`config.mk`:
```
export PLATFORM = sky130hd
export DESIGN_NAME = phase_sequence_monitor
export DESIGN_NICKNAME = d
export VERILOG_FILES = /design/src/rtl/phase_sequence_monitor.sv
export SDC_FILE = /design/constraint.sdc
export NUM_CORES = 1
export LEC_CHECK = 0
export CAP_MARGIN = 20
export CORE_MARGIN = 10
export CORE_UTILIZATION = 40
export DETAILED_ROUTE_END_ITERATION = 6
export PLACE_DENSITY = 0.68
export SYNTH_ARGS = -nofsm -noshare
export SYNTH_HDL_FRONTEND = slang
export SYNTH_SLANG_ARGS = --single-unit
export TNS_END_PERCENT = 10
```
`constraint.sdc`:
```
create_clock -name clock -period 2.1 [get_ports clock]
set_clock_uncertainty 0.15 [all_clocks]
set_input_delay 0.63 -clock clock [delete_from_list [all_inputs] [get_ports clock]]
set_output_delay 0.63 -clock clock [all_outputs]
set_load 0.005 [all_outputs]
```
`src/rtl/phase_sequence_monitor.sv`:
```
// Watches NUM_CH controller greens: per-pair handover counters, required-handover coverage,
// and sticky conflict / starvation / short-green flags. All outputs registered; clear is synchronous.
module phase_sequence_monitor #(
  parameter int NUM_CH       = 4,
  parameter int CNT_W        = 8,
  parameter int STARVE_LIMIT = 64,
  parameter int MIN_GREEN    = 4,
  parameter logic [NUM_CH*NUM_CH-1:0] CONFLICT_MASK = 16'h08C0,
  parameter logic [NUM_CH*NUM_CH-1:0] REQ_MASK      = '1,
  localparam int SEL_W = (NUM_CH > 1) ? $clog2(NUM_CH) : 1
) (
  input  logic              clock,
  input  logic              reset_n,
  input  logic [NUM_CH-1:0] green,
  input  logic              clear,
  input  logic [SEL_W-1:0]  sel_from,
  input  logic [SEL_W-1:0]  sel_to,
  output logic [CNT_W-1:0]  pair_count,
  output logic [NUM_CH-1:0] conflict_vec,
  output logic              conflict,
  output logic [NUM_CH-1:0] starve,
  output logic [NUM_CH-1:0] short_green,
  output logic              covered_all
);

  localparam int WAIT_W  = (STARVE_LIMIT > 0) ? $clog2(STARVE_LIMIT + 1) : 1;
  localparam int DWELL_W = (MIN_GREEN > 0) ? $clog2(MIN_GREEN + 1) : 1;
  localparam logic [CNT_W-1:0]   CNT_MAX   = '1;
  localparam logic [WAIT_W-1:0]  WAIT_MAX  = WAIT_W'(STARVE_LIMIT);
  localparam logic [DWELL_W-1:0] DWELL_MAX = DWELL_W'(MIN_GREEN);

  logic [NUM_CH-1:0]        green_q, rise, fall;
  logic [SEL_W-1:0]         last_fall, last_fall_nxt;
  logic                     last_fall_valid, last_fall_valid_nxt;
  logic [CNT_W-1:0]         pair_cnt     [NUM_CH][NUM_CH];
  logic [CNT_W-1:0]         pair_cnt_nxt [NUM_CH][NUM_CH];
  logic [NUM_CH*NUM_CH-1:0] seen, seen_nxt, req_eff;
  logic [WAIT_W-1:0]        wait_cnt  [NUM_CH];
  logic [WAIT_W-1:0]        wait_nxt  [NUM_CH];
  logic [DWELL_W-1:0]       dwell_cnt [NUM_CH];
  logic [DWELL_W-1:0]       dwell_nxt [NUM_CH];
  logic [NUM_CH-1:0]        conflict_nxt, starve_nxt, short_nxt;
  logic                     covered_nxt;
  logic [CNT_W-1:0]         pair_sel;

  always_comb begin
    rise = green & ~green_q;
    fall = ~green & green_q;

    // Descending scan so the lowest falling index wins.
    last_fall_valid_nxt = last_fall_valid;
    last_fall_nxt       = last_fall;
    for (int i = NUM_CH - 1; i >= 0; i--) begin
      if (fall[i]) begin
        last_fall_valid_nxt = 1'b1;
        last_fall_nxt       = SEL_W'(i);
      end
    end

    seen_nxt     = seen;
    conflict_nxt = conflict_vec;
    starve_nxt   = starve;
    short_nxt    = short_green;
    req_eff      = REQ_MASK;
    for (int i = 0; i < NUM_CH; i++) begin
      req_eff[i*NUM_CH+i] = 1'b0;
      for (int j = 0; j < NUM_CH; j++) begin
        pair_cnt_nxt[i][j] = pair_cnt[i][j];
        // Uses the registered last_fall, so a same-cycle fall only affects later rises.
        if (i != j && rise[j] && last_fall_valid && last_fall == SEL_W'(i)) begin
          if (pair_cnt[i][j] != CNT_MAX)
            pair_cnt_nxt[i][j] = pair_cnt[i][j] + 1'b1;
          seen_nxt[i*NUM_CH+j] = 1'b1;
        end
        if (i != j && green[i] && green[j] &&
            (CONFLICT_MASK[i*NUM_CH+j] || CONFLICT_MASK[j*NUM_CH+i]))
          conflict_nxt[i] = 1'b1;
      end

      if (green[i])
        wait_nxt[i] = '0;
      else if (wait_cnt[i] != WAIT_MAX)
        wait_nxt[i] = wait_cnt[i] + 1'b1;
      else
        wait_nxt[i] = wait_cnt[i];
      if (wait_nxt[i] == WAIT_MAX)
        starve_nxt[i] = 1'b1;

      if (fall[i]) begin
        if (dwell_cnt[i] < DWELL_MAX)
          short_nxt[i] = 1'b1;
        dwell_nxt[i] = '0;
      end else if (green[i] && dwell_cnt[i] != DWELL_MAX) begin
        dwell_nxt[i] = dwell_cnt[i] + 1'b1;
      end else begin
        dwell_nxt[i] = dwell_cnt[i];
      end
    end

    if (clear) begin
      last_fall_valid_nxt = 1'b0;
      seen_nxt            = '0;
      conflict_nxt        = '0;
      starve_nxt          = '0;
      short_nxt           = '0;
      for (int i = 0; i < NUM_CH; i++) begin
        wait_nxt[i]  = '0;
        dwell_nxt[i] = '0;
        for (int j = 0; j < NUM_CH; j++)
          pair_cnt_nxt[i][j] = '0;
      end
    end

    covered_nxt = ((seen_nxt & req_eff) == req_eff);

    pair_sel = '0;
    if (sel_from != sel_to && int'(sel_from) < NUM_CH && int'(sel_to) < NUM_CH)
      pair_sel = pair_cnt[sel_from][sel_to];
  end

  always_ff @(posedge clock or negedge reset_n) begin
    if (!reset_n) begin
      green_q         <= '0;
      last_fall       <= '0;
      last_fall_valid <= 1'b0;
      seen            <= '0;
      conflict_vec    <= '0;
      conflict        <= 1'b0;
      starve          <= '0;
      short_green     <= '0;
      covered_all     <= 1'b0;
      pair_count      <= '0;
      for (int i = 0; i < NUM_CH; i++) begin
        wait_cnt[i]  <= '0;
        dwell_cnt[i] <= '0;
        for (int j = 0; j < NUM_CH; j++)
          pair_cnt[i][j] <= '0;
      end
    end else begin
      green_q         <= green;
      last_fall       <= last_fall_nxt;
      last_fall_valid <= last_fall_valid_nxt;
      seen            <= seen_nxt;
      conflict_vec    <= conflict_nxt;
      conflict        <= |conflict_nxt;
      starve          <= starve_nxt;
      short_green     <= short_nxt;
      covered_all     <= covered_nxt;
      pair_count      <= pair_sel;
      for (int i = 0; i < NUM_CH; i++) begin
        wait_cnt[i]  <= wait_nxt[i];
        dwell_cnt[i] <= dwell_nxt[i];
        for (int j = 0; j < NUM_CH; j++)
          pair_cnt[i][j] <= pair_cnt_nxt[i][j];
      end
    end
  end

endmodule
```
==> impl_results.md <==
- Status: complete, no violations
- Placed Cells: 1408
- Routed wire length: 22.7 mm
- Setup tns final: 0 ps
- Fin nets: 1143
- Slew Limit Fails: 0
- # IOs: 33
- Syn Nets: 1058
- Fraction of layout cells with a size suffix above 1: 15.6%
- Worst Path Max Fanout: 4
- GP Congestion: 0.848
- CTS Sinks: 177
- Worst Hold Class: register to register
- Setup WS post-layout: 39.5 ps
- DR vias: 7771
- Max clock buf depth: 2
- Multi-input gate area: 0.00508 mm2
- Post-DR wirelength/cell: 15.8 um
- H-tree lvl count: 4
- Worst relative slew slack: 67.8%
- IO buf count: 32
- Post-synthesis sequential area ratio: 45.3%
- Area grow syn2layout: 19.5%
- CP startpoint kind: primary input
- Placed cell area: 0.0110 mm2
- Peak VDD IR: 330 uV
- DRT Pass-1 Iters: 5
- Power density over cell area: 632 mW/mm2
- Largest net degree at the start of global routing: 51
- Commonest non-fill, non-tap cell in the layout: dfrtp_1
- Crit path kind: primary input to register
- Vias in the first global route: 7537
- Remaining antenna violation count after routing: 0
- Postcts setup bufs: 0
- Die W: 176 um
- Rows: 57
- Synth unique cells: 73
- Storage element area: 0.00443 mm2
- Mapped cell area: 0.00978 mm2
- Die area: 0.0311 mm2
- Crit-path slowest cell: clkdlybuf4s50_1
- Overflow after GRT: 0
- Final non-filler cell total: 1442
- Initial DRC count: 608
- Post-synthesis register bit count: 177
- Reg clk slew, reported paths: 70 ps
- CP required: 2280 ps
- Crit path cell chain: clkdlybuf4s50_1 > nand3b_1 > nor4_2 > buf_4 > nand3_1 > xor2_1 > nor2_1
- Crit. End Element: register
- Antenna violations before repair: 1
- Cell family with most CP delay: simple AND/OR/NAND/NOR gates
- Synth Flop Type: dfrtp_1
- Mean Syn Cell Area: 9.60 um2
- Core Util, Final: 48.3%
- Asr flop ratio synth: 100%
- Worst stage delay on the critical path: 560 ps
- Post-route DRC violation count: 0
- Period Utilization, post-route: 98.1%
- DP Worst Slack: -484 ps
- Pleak: 0.00510 uW
- Clk Latency, worst-skew pair: 440 ps
- First-pass GRT wire length: 38.4 mm
- Final setup vio count: 0
- Min cycle time layout: 2060 ps
- Initial Util: 40.5%
- GRT Total Usage: 14.9%
- Fillcell total: 2184
- Fmax: 485 MHz
- CTS tree: yes
- Slew at the pin closest to its max-slew limit: 483 ps
- Die Ht: 176 um
- Dpl hpwl: 16.6 mm
- Clock root buffer master: clkbuf_16
- Max-Cap Viols: 0
- Post-route cell area: 0.0117 mm2
- Crit path buf inv count: 2
- Post-Synthesis Cells: 1019
- CP Data Arrival Time: 2240 ps
- Total CTS buffers: 17
- Commonest non-fill, non-tap cells in the layout: dfrtp_1, nor2_1, nand2_1, buf_4, xor2_1
- EDFF count, synth: 0
- Yosys warns: 0
- RSZ-0062 raised after global routing: yes
- Final hold violation count: 0
- Core area: 0.0242 mm2
- Via density: 5.39
## path summary, 6_finish.rpt
check	slack, ps	end	from	depth (start not counted)
max in group asynchronous	650	wait_cnt[21]	reset_n	3
max	40	pair_cnt[30]	green[0]	7
max reg2reg	120	starve[1]	wait_cnt[17]	5
min	340	seen[4]	seen[4]	2
min in group asynchronous	520	wait_cnt[18]	reset_n	2
min reg2reg	340	seen[4]	seen[4]	2
## worst min-delay path, cell delays in order, from the launching register on
cell     delay, ps
dfrtp_1        320
nor2_1          50
nor2_1          70
## routing by layer
layer  track usage, %  wire length [um]  vias up
li1                 -                 -     3812
met1             19.8             10600     3802
met2             24.3             11100      131
met3             2.90               801       26
met4             4.27               299        0
met5                0                 0        -
## cells in the mapped netlist, types with 11 or more instances
cell type / count / area, um2
nor4_1: 11 / 68.8
dfrtp_1: 177 / 4430
o211ai_1: 17 / 128
clkbuf_1: 29 / 109
a21oi_1: 37 / 185
o21ai_0: 26 / 130
ha_1: 28 / 350
xor2_1: 46 / 403
and4_1: 11 / 96.3
nor3_1: 24 / 120
inv_1: 32 / 120
and3_1: 16 / 100
nand3_1: 40 / 200
nand4_1: 33 / 206
or3_1: 11 / 68.8
nand2_1: 75 / 282
a311oi_1: 15 / 131
mux2i_1: 31 / 310
xnor2_1: 34 / 298
mux2_2: 16 / 180
nor2_1: 156 / 586
## metrics by stage
stage	hold slack, ps	total power (uW)
detailed placement	323	4250
finish	335	7380
global route	367	7670
global placement	317	4240
CTS	341	7460
floorplan	184	3910
## flip-flops by register name (all words and copies together) (netlist names)
name and flops:
conflict_vec 4, wait_cnt 28, dwell_cnt 12, short_green 4
pair_count 8, conflict 1, pair_cnt 96, last_fall_valid 1
green_q 4, last_fall 2, starve 4, seen 12
covered_all 1
## report_power, final
| group | switching [uW] | internal [uW] | total (uW) |
|---|---|---|---|
| clock | 1380 | 1820 | 3200 |
| sequential | 56.6 | 3470 | 3530 |
| combinational | 383 | 271 | 653 |
| total | 1820 | 5560 | 7380 |
## cell type report
class	instances	area share, %
Clock inverter	12	1.12
Tap cell	324	3.47
Sequential cell	177	37.9
Inverter	32	1.03
Multi-Input combinational cell	760	43.5
Clock buffer	20	3.91
Timing Repair Buffer	116	9.05
Antenna cell	1	0.0214
## cell families after synthesis
| family | count (synthesis) | synth area share, % |
|---|---|---|
| and+or+nand+nor | 441 | 23.2 |
| adders and majority gates | 28 | 3.58 |
| DFF | 177 | 45.3 |
| buffers and inverters | 82 | 3.52 |
| muxes | 47 | 5.01 |
| xor gates and xnor gates | 80 | 7.16 |
| AOI/OAI and AO/OA | 164 | 12.2 |
## repair_timing
item,in CTS,in global routing
resized for setup,12,22
hold buffers,1,0
gates cloned,0,0
pin swaps,0,4
setup endpoints to repair,12,35
endpoints found under the hold margin,36,0
No activity file was read; power rests on OpenSTA's default activity.
